===== config.mk =====
export PLATFORM = sky130hd
export DESIGN_NAME = sub_bytes_seq
export DESIGN_NICKNAME = d
export VERILOG_FILES = /design/src/rtl/sub_bytes_seq_pkg.sv /design/src/rtl/aes_sbox.sv /design/src/rtl/sub_bytes_seq.sv
export SDC_FILE = /design/constraint.sdc
export NUM_CORES = 1
export LEC_CHECK = 0
export ABC_CLOCK_PERIOD_IN_PS = 9500
export BUFFER_PORTS_ARGS = -buffer_cell sky130_fd_sc_hd__buf_2
export CAP_MARGIN = 30
export CORE_ASPECT_RATIO = 2
export CORE_MARGIN = 10
export CORE_UTILIZATION = 45
export CTS_CLUSTER_SIZE = 16
export DETAILED_ROUTE_END_ITERATION = 10
export PLACE_DENSITY = 0.76
export SYNTH_ARGS = -nofsm -noshare
export SYNTH_HDL_FRONTEND = slang
export SYNTH_HIERARCHICAL = 1
export SYNTH_SLANG_ARGS = --single-unit

===== constraint.sdc =====
create_clock -name clk -period 9.5 [get_ports clk]
set_input_delay 0.475 -clock clk [delete_from_list [all_inputs] [get_ports clk]]
set_output_delay 0.475 -clock clk [all_outputs]
set_load 0.005 [all_outputs]

===== src/rtl/sub_bytes_seq_pkg.sv =====
// Shared definitions for the AES byte-substitution stages.
// Holds state width, byte count, FSM encoding and byte-lane addressing.
package sub_bytes_seq_pkg;

   localparam int AES_STATE_W = 128;
   localparam int AES_BYTES   = 16;

   typedef enum logic [1:0] {
      ST_IDLE = 2'd0,
      ST_SUB  = 2'd1,
      ST_DONE = 2'd2
   } state_t;

   // Bit position of the least significant bit of byte 'idx' within a state word.
   function automatic logic [6:0] byte_lsb(input logic [3:0] idx);
      return {idx, 3'b000};
   endfunction

endpackage


===== src/rtl/aes_sbox.sv =====
// Forward AES S-box (FIPS-197), purely combinational.
// The table is written out so synthesis can map it freely.
module aes_sbox (
   input  logic [7:0] val,
   output logic [7:0] sub
);

   always_comb begin
      case (val)
         8'h00: sub = 8'h63; 8'h01: sub = 8'h7c; 8'h02: sub = 8'h77; 8'h03: sub = 8'h7b; 8'h04: sub = 8'hf2; 8'h05: sub = 8'h6b; 8'h06: sub = 8'h6f; 8'h07: sub = 8'hc5;
         8'h08: sub = 8'h30; 8'h09: sub = 8'h01; 8'h0a: sub = 8'h67; 8'h0b: sub = 8'h2b; 8'h0c: sub = 8'hfe; 8'h0d: sub = 8'hd7; 8'h0e: sub = 8'hab; 8'h0f: sub = 8'h76;
         8'h10: sub = 8'hca; 8'h11: sub = 8'h82; 8'h12: sub = 8'hc9; 8'h13: sub = 8'h7d; 8'h14: sub = 8'hfa; 8'h15: sub = 8'h59; 8'h16: sub = 8'h47; 8'h17: sub = 8'hf0;
         8'h18: sub = 8'had; 8'h19: sub = 8'hd4; 8'h1a: sub = 8'ha2; 8'h1b: sub = 8'haf; 8'h1c: sub = 8'h9c; 8'h1d: sub = 8'ha4; 8'h1e: sub = 8'h72; 8'h1f: sub = 8'hc0;
         8'h20: sub = 8'hb7; 8'h21: sub = 8'hfd; 8'h22: sub = 8'h93; 8'h23: sub = 8'h26; 8'h24: sub = 8'h36; 8'h25: sub = 8'h3f; 8'h26: sub = 8'hf7; 8'h27: sub = 8'hcc;
         8'h28: sub = 8'h34; 8'h29: sub = 8'ha5; 8'h2a: sub = 8'he5; 8'h2b: sub = 8'hf1; 8'h2c: sub = 8'h71; 8'h2d: sub = 8'hd8; 8'h2e: sub = 8'h31; 8'h2f: sub = 8'h15;
         8'h30: sub = 8'h04; 8'h31: sub = 8'hc7; 8'h32: sub = 8'h23; 8'h33: sub = 8'hc3; 8'h34: sub = 8'h18; 8'h35: sub = 8'h96; 8'h36: sub = 8'h05; 8'h37: sub = 8'h9a;
         8'h38: sub = 8'h07; 8'h39: sub = 8'h12; 8'h3a: sub = 8'h80; 8'h3b: sub = 8'he2; 8'h3c: sub = 8'heb; 8'h3d: sub = 8'h27; 8'h3e: sub = 8'hb2; 8'h3f: sub = 8'h75;
         8'h40: sub = 8'h09; 8'h41: sub = 8'h83; 8'h42: sub = 8'h2c; 8'h43: sub = 8'h1a; 8'h44: sub = 8'h1b; 8'h45: sub = 8'h6e; 8'h46: sub = 8'h5a; 8'h47: sub = 8'ha0;
         8'h48: sub = 8'h52; 8'h49: sub = 8'h3b; 8'h4a: sub = 8'hd6; 8'h4b: sub = 8'hb3; 8'h4c: sub = 8'h29; 8'h4d: sub = 8'he3; 8'h4e: sub = 8'h2f; 8'h4f: sub = 8'h84;
         8'h50: sub = 8'h53; 8'h51: sub = 8'hd1; 8'h52: sub = 8'h00; 8'h53: sub = 8'hed; 8'h54: sub = 8'h20; 8'h55: sub = 8'hfc; 8'h56: sub = 8'hb1; 8'h57: sub = 8'h5b;
         8'h58: sub = 8'h6a; 8'h59: sub = 8'hcb; 8'h5a: sub = 8'hbe; 8'h5b: sub = 8'h39; 8'h5c: sub = 8'h4a; 8'h5d: sub = 8'h4c; 8'h5e: sub = 8'h58; 8'h5f: sub = 8'hcf;
         8'h60: sub = 8'hd0; 8'h61: sub = 8'hef; 8'h62: sub = 8'haa; 8'h63: sub = 8'hfb; 8'h64: sub = 8'h43; 8'h65: sub = 8'h4d; 8'h66: sub = 8'h33; 8'h67: sub = 8'h85;
         8'h68: sub = 8'h45; 8'h69: sub = 8'hf9; 8'h6a: sub = 8'h02; 8'h6b: sub = 8'h7f; 8'h6c: sub = 8'h50; 8'h6d: sub = 8'h3c; 8'h6e: sub = 8'h9f; 8'h6f: sub = 8'ha8;
         8'h70: sub = 8'h51; 8'h71: sub = 8'ha3; 8'h72: sub = 8'h40; 8'h73: sub = 8'h8f; 8'h74: sub = 8'h92; 8'h75: sub = 8'h9d; 8'h76: sub = 8'h38; 8'h77: sub = 8'hf5;
         8'h78: sub = 8'hbc; 8'h79: sub = 8'hb6; 8'h7a: sub = 8'hda; 8'h7b: sub = 8'h21; 8'h7c: sub = 8'h10; 8'h7d: sub = 8'hff; 8'h7e: sub = 8'hf3; 8'h7f: sub = 8'hd2;
         8'h80: sub = 8'hcd; 8'h81: sub = 8'h0c; 8'h82: sub = 8'h13; 8'h83: sub = 8'hec; 8'h84: sub = 8'h5f; 8'h85: sub = 8'h97; 8'h86: sub = 8'h44; 8'h87: sub = 8'h17;
         8'h88: sub = 8'hc4; 8'h89: sub = 8'ha7; 8'h8a: sub = 8'h7e; 8'h8b: sub = 8'h3d; 8'h8c: sub = 8'h64; 8'h8d: sub = 8'h5d; 8'h8e: sub = 8'h19; 8'h8f: sub = 8'h73;
         8'h90: sub = 8'h60; 8'h91: sub = 8'h81; 8'h92: sub = 8'h4f; 8'h93: sub = 8'hdc; 8'h94: sub = 8'h22; 8'h95: sub = 8'h2a; 8'h96: sub = 8'h90; 8'h97: sub = 8'h88;
         8'h98: sub = 8'h46; 8'h99: sub = 8'hee; 8'h9a: sub = 8'hb8; 8'h9b: sub = 8'h14; 8'h9c: sub = 8'hde; 8'h9d: sub = 8'h5e; 8'h9e: sub = 8'h0b; 8'h9f: sub = 8'hdb;
         8'ha0: sub = 8'he0; 8'ha1: sub = 8'h32; 8'ha2: sub = 8'h3a; 8'ha3: sub = 8'h0a; 8'ha4: sub = 8'h49; 8'ha5: sub = 8'h06; 8'ha6: sub = 8'h24; 8'ha7: sub = 8'h5c;
         8'ha8: sub = 8'hc2; 8'ha9: sub = 8'hd3; 8'haa: sub = 8'hac; 8'hab: sub = 8'h62; 8'hac: sub = 8'h91; 8'had: sub = 8'h95; 8'hae: sub = 8'he4; 8'haf: sub = 8'h79;
         8'hb0: sub = 8'he7; 8'hb1: sub = 8'hc8; 8'hb2: sub = 8'h37; 8'hb3: sub = 8'h6d; 8'hb4: sub = 8'h8d; 8'hb5: sub = 8'hd5; 8'hb6: sub = 8'h4e; 8'hb7: sub = 8'ha9;
         8'hb8: sub = 8'h6c; 8'hb9: sub = 8'h56; 8'hba: sub = 8'hf4; 8'hbb: sub = 8'hea; 8'hbc: sub = 8'h65; 8'hbd: sub = 8'h7a; 8'hbe: sub = 8'hae; 8'hbf: sub = 8'h08;
         8'hc0: sub = 8'hba; 8'hc1: sub = 8'h78; 8'hc2: sub = 8'h25; 8'hc3: sub = 8'h2e; 8'hc4: sub = 8'h1c; 8'hc5: sub = 8'ha6; 8'hc6: sub = 8'hb4; 8'hc7: sub = 8'hc6;
         8'hc8: sub = 8'he8; 8'hc9: sub = 8'hdd; 8'hca: sub = 8'h74; 8'hcb: sub = 8'h1f; 8'hcc: sub = 8'h4b; 8'hcd: sub = 8'hbd; 8'hce: sub = 8'h8b; 8'hcf: sub = 8'h8a;
         8'hd0: sub = 8'h70; 8'hd1: sub = 8'h3e; 8'hd2: sub = 8'hb5; 8'hd3: sub = 8'h66; 8'hd4: sub = 8'h48; 8'hd5: sub = 8'h03; 8'hd6: sub = 8'hf6; 8'hd7: sub = 8'h0e;
         8'hd8: sub = 8'h61; 8'hd9: sub = 8'h35; 8'hda: sub = 8'h57; 8'hdb: sub = 8'hb9; 8'hdc: sub = 8'h86; 8'hdd: sub = 8'hc1; 8'hde: sub = 8'h1d; 8'hdf: sub = 8'h9e;
         8'he0: sub = 8'he1; 8'he1: sub = 8'hf8; 8'he2: sub = 8'h98; 8'he3: sub = 8'h11; 8'he4: sub = 8'h69; 8'he5: sub = 8'hd9; 8'he6: sub = 8'h8e; 8'he7: sub = 8'h94;
         8'he8: sub = 8'h9b; 8'he9: sub = 8'h1e; 8'hea: sub = 8'h87; 8'heb: sub = 8'he9; 8'hec: sub = 8'hce; 8'hed: sub = 8'h55; 8'hee: sub = 8'h28; 8'hef: sub = 8'hdf;
         8'hf0: sub = 8'h8c; 8'hf1: sub = 8'ha1; 8'hf2: sub = 8'h89; 8'hf3: sub = 8'h0d; 8'hf4: sub = 8'hbf; 8'hf5: sub = 8'he6; 8'hf6: sub = 8'h42; 8'hf7: sub = 8'h68;
         8'hf8: sub = 8'h41; 8'hf9: sub = 8'h99; 8'hfa: sub = 8'h2d; 8'hfb: sub = 8'h0f; 8'hfc: sub = 8'hb0; 8'hfd: sub = 8'h54; 8'hfe: sub = 8'hbb; 8'hff: sub = 8'h16;
      endcase
   end

endmodule


===== src/rtl/sub_bytes_seq.sv =====
// Sequential forward SubBytes: latches a state on En, substitutes BPC bytes
// per cycle (MSB byte first) through shared S-boxes, then strobes Ry for one cycle.
module sub_bytes_seq
   import sub_bytes_seq_pkg::*;
#(
   parameter int BPC = 1
) (
   input  logic                   clk,
   input  logic                   rst,
   input  logic                   En,
   input  logic [AES_STATE_W-1:0] PT,
   output logic                   Ry,
   output logic                   Busy,
   output logic [AES_STATE_W-1:0] PT_2
);

   localparam int               N        = AES_BYTES / BPC;
   localparam int               CNT_W    = (N > 1) ? $clog2(N) : 1;
   localparam logic [CNT_W-1:0] CNT_LAST = CNT_W'(N - 1);

   if (!(BPC == 1 || BPC == 2 || BPC == 4 || BPC == 8 || BPC == 16)) begin : g_bad_bpc
      $error("sub_bytes_seq: BPC must be 1, 2, 4, 8 or 16");
   end

   state_t                 state;
   state_t                 state_nxt;
   logic [CNT_W-1:0]       cnt;
   logic [AES_STATE_W-1:0] work;
   logic [AES_STATE_W-1:0] work_sub;
   logic [3:0]             lane_idx [BPC];
   logic [7:0]             lane_in  [BPC];
   logic [7:0]             lane_out [BPC];

   // Lane j handles byte 15 - cnt*BPC - j, so the MSB byte is substituted first.
   for (genvar j = 0; j < BPC; j++) begin : g_lane
      assign lane_idx[j] = 4'(AES_BYTES - 1 - BPC * int'(cnt) - j);
      assign lane_in[j]  = work[byte_lsb(lane_idx[j]) +: 8];

      aes_sbox u_sbox (
         .val (lane_in[j]),
         .sub (lane_out[j])
      );
   end

   always_comb begin
      // NOTE: every combinational output gets a default first, so no path leaves it unassigned and no latch is inferred.
      work_sub = work;
      for (int j = 0; j < BPC; j++) begin
         work_sub[byte_lsb(lane_idx[j]) +: 8] = lane_out[j];
      end
   end

   // NOTE: sequential state uses non-blocking assignments so every register samples pre-edge values.
   always_ff @(posedge clk) begin
      if (rst) state <= ST_IDLE;
      else     state <= state_nxt;
   end

   always_comb begin
      state_nxt = state;
      case (state)
         ST_IDLE: if (En) state_nxt = ST_SUB;
         ST_SUB:  if (cnt == CNT_LAST) state_nxt = ST_DONE;
         ST_DONE: state_nxt = ST_IDLE;
         default: state_nxt = ST_IDLE;
      endcase
   end

   always_comb begin
      Ry   = (state == ST_DONE);
      Busy = (state != ST_IDLE);
   end

   // NOTE: the working register is cleared on reset so an aborted operation leaves nothing behind.
   always_ff @(posedge clk) begin
      if (rst) begin
         cnt  <= '0;
         work <= '0;
         PT_2 <= '0;
      end else begin
         case (state)
            ST_IDLE: begin
               if (En) begin
                  work <= PT;
                  cnt  <= '0;
               end
            end
            ST_SUB: begin
               work <= work_sub;
               if (cnt == CNT_LAST) begin
                  cnt  <= '0;
                  PT_2 <= work_sub;
               end else begin
                  cnt  <= cnt + CNT_W'(1);
               end
            end
            default: ;
         endcase
      end
   end

endmodule


==> results.toml <==
[global_route]
grt_pass1_wl_um = 131000
grt-ovfl-total = 0
antenna_found_initial = 2
grt_max_degree = 104
track_usage_pct = 38.2
grt_pass1_vias = 18800

[clock_network]
cts_buffer_depth = 3
clkLatencyLatePin_ns = 0.54
path_clk_slew_ns = 0.08
cts_sinks = 262
cts_resized = 0
cts-root-buf = "clkbuf_16"
cts.htree.levels = 1
cts_setup_buffers = 0
cts_hold_repair.buffers = 0
cts_tree = "yes"
cts_made_buffers = 22

[drt]
wire_per_inst_um = 33.7
vias = 19100
vias_per_cell = 7.01
antenna_left = 0
first_pass_iters = 6
wl_um = 91700
drtIter0Drc = 1808
drcViolationCount = 0

[yosys]
synth_area_per_cell_um2 = 7.83
postSynthCellCount = 2151
async_reset_ff_share_pct = 0
ys_seq_elements = 262
synth_edf_count = 0
yosys-top-cells-count = "dfxtp_1 (262), nand2_1 (243), a21oi_1 (191)"
synth_most_common_cell = "dfxtp_1"
syn_area_um2 = 16800
synth-main-ff-cell = "dfxtp_1"
synth.yosys.seq_area_share_pct = 31.1
synth_largest_area_cell = "dfxtp_1"
yosysTopAreaCellShare_pct = 31.1
ys_top_cells_by_area = "dfxtp_1 (31%), a21oi_1 (5.7%), nand2_1 (5.4%), mux2i_1 (4.2%), nor2_1 (3.5%)"
synth_cell_types = 89
syn_nets = 2300
synth_warnings = 6

[final_layout]
drive_gt1_share_pct = 19.6
syn_to_final_growth_pct = 12.2
num-fill-cells = 3608
fin_nets = 2394

[sta]
clock_skew_ns = 0.0187
timing.fmax_ghz = 0.135
finalWorstSetupSlack_ns = 2.07
finalSetupViolations = 0
post-route-period-util_pct = 78.2
fin_crit_ns = 7.43
setup_tns_ns = 0
worst_pin_slew_ns = 1.11
hold_viol_final = 0
slew_violations = 0
relSlewSlack_pct = 26.2
rsz0062_at_grt = "false"

[floorplan]
ioPinCount = 261
rows = 100
design.core.area_um2 = 37200
die_w_um = 157
start_util_pct = 45.3
dieArea_um2 = 46000
dieHeight_um = 294

[worst_hold_path]
hp-start = "PT[0]"
min_path_type = "primary input to register"
min_path_cells = 3
min_to = "work[0]"

[worst_setup_path]
cp_slowest_stage_delay_ns = 0.83
reg2reg_slack_ns = 2.07
cp.arrival_ns = 7.88
critPathSlowestCell = "ha_1"
critPathTopFamily = "compound AO/OA/AOI/OAI gates"
worstPathRequired_ns = 9.95
timing.rr.start = "cnt[0]"
worstSetupPathType = "register to register"
r2r_end = "work[23]"
path_cells = "buf_4 > mux2i_1 > a221oi_1 > a22oi_1 > nand2_1 > buf_4 > inv_1 > ha_1 > nand2b_1 > o2111ai_1 > o311a_1 > o21bai_1 > a221oi_1 > o31a_1 > inv_1 > or4_1 > a31oi_1"
endpoint_kind = "register"
reg2reg_depth = 17
path_max_fanout = 27
start_kind = "register"
path_buf_inv = 4

[run_status]
outcome = "completed"

[power_and_ir_drop]
p_leak_nw = 7.23
total_power_mw = 3.45
p_sw_share_pct = 41.1
power.switching_mw = 1.42
pwr-share-seq_pct = 35.5
p_per_area_nw_per_um2 = 183
internal_power_mw = 2.04
max-vdd-ir-drop_v = 0.000191
pwr-share-comb_pct = 36.0
pwr-share-clk_pct = 28.5

[placement]
hpwl_um = 67500
portBuffers = 260
place_ws_ns = 2.65
globalplace.congestion = 1.14

[job]
maxCapViolations = 0
==> through the flow <==
stage                     util (%)  cells  hold slack (ns)  area [µm²]
after global placement        48.4   2669            0.443       18000
after CTS                     50.7   2716            0.254       18800
after detailed placement      48.7   2677            0.447       18100
final                         50.8   2720            0.259       18900
after global routing          50.8   2719            0.269       18900
after floorplan                  -   2151            0.446       16800
==> power groups by stage <==
stage | Sequential, mW | Clock (mW) | Combinational, mW
after floorplan | 1.20 | 0 | 0.711
after global placement | 1.25 | 0 | 1.16
after detailed placement | 1.25 | 0 | 1.15
after CTS | 1.22 | 0.983 | 1.15
after global routing | 1.22 | 1.01 | 1.27
final | 1.23 | 0.983 | 1.24
==> final cells by class <==
| class | count | area (µm²) | area share, % |
|---|---|---|---|
| Multi-Input combinational cell | 1622 | 10500 | 55.3 |
| Sequential cell | 262 | 5250 | 27.8 |
| Clock inverter | 8 | 93.8 | 0.497 |
| Inverter | 21 | 78.8 | 0.417 |
| Antenna cell | 1 | 2.50 | 0.0132 |
| Clock buffer | 31 | 656 | 3.47 |
| Tap cell | 459 | 574 | 3.04 |
| Timing Repair Buffer | 316 | 1780 | 9.45 |
==> how the worst max path moves through the flow <==
stage,start,end,slack (ns),depth (start not counted)
2_1_floorplan,cnt[0],work[23],4.69,18
5_1_grt,cnt[0],work[23],1.93,17
3_5_place_dp,cnt[0],work[23],2.65,17
3_3_place_gp,cnt[0],work[23],2.51,17
4_1_cts,cnt[0],work[23],2.62,17
6_report,cnt[0],work[23],2.07,17
==> logic make-up (layout without fill, tap and decap cells) <==
family | Yosys count | in the layout | synth area share (%)
xor gates and xnor gates | 2 | 2 | 0.104
buffers and inverters | 267 | 376 | 7.27
other | 0 | 1 | 0
adders and majority gates | 18 | 18 | 1.34
AOI/OAI and AO/OA | 743 | 743 | 30.7
and+or+nand+nor | 746 | 746 | 21.2
DFF | 262 | 262 | 31.1
muxes | 113 | 113 | 8.17
==> worst min-delay path, stage by stage <==
cell,delay (ns)
buf_2,0.09
a22oi_1,0.07
a21oi_1,0.12
==> sequential cells by signal (all words and copies together) (netlist names) <==
| register | cells |
|---|---|
| PT_2 | 128 |
| cnt | 4 |
| state | 2 |
| work | 128 |
==> cell usage in the layout (no fill, tap or decap), types with 20 or more instances in the layout <==
master	Yosys	layout
nor2b_1	25	24
o221ai_1	34	34
nor3_1	93	93
a21oi_1	191	191
a211oi_1	54	53
a31oi_1	56	56
o21ai_0	89	89
a221oi_1	20	20
nand2_1	243	239
a22oi_1	61	61
mux2i_1	71	71
nand2b_1	27	26
buf_4	13	45
dfxtp_1	262	261
nor2_1	155	154
a21o_1	21	21
clkbuf_16	0	23
and3_1	59	59
buf_2	73	261
mux2_2	25	25
nand3_1	61	61
==> per-layer routing <==
| layer | up-vias | GRT usage [%] | part of all wire [%] |
|---|---|---|---|
| met3 | 477 | 8.53 | 9.0 |
| li1 | 8247 | - | - |
| met2 | 1385 | 66.0 | 49 |
| met4 | 2 | 37.5 | 12 |
| met5 | - | 0 | 0.016 |
| met1 | 8954 | 35.7 | 30 |
Power figures use the tool's default switching activity.
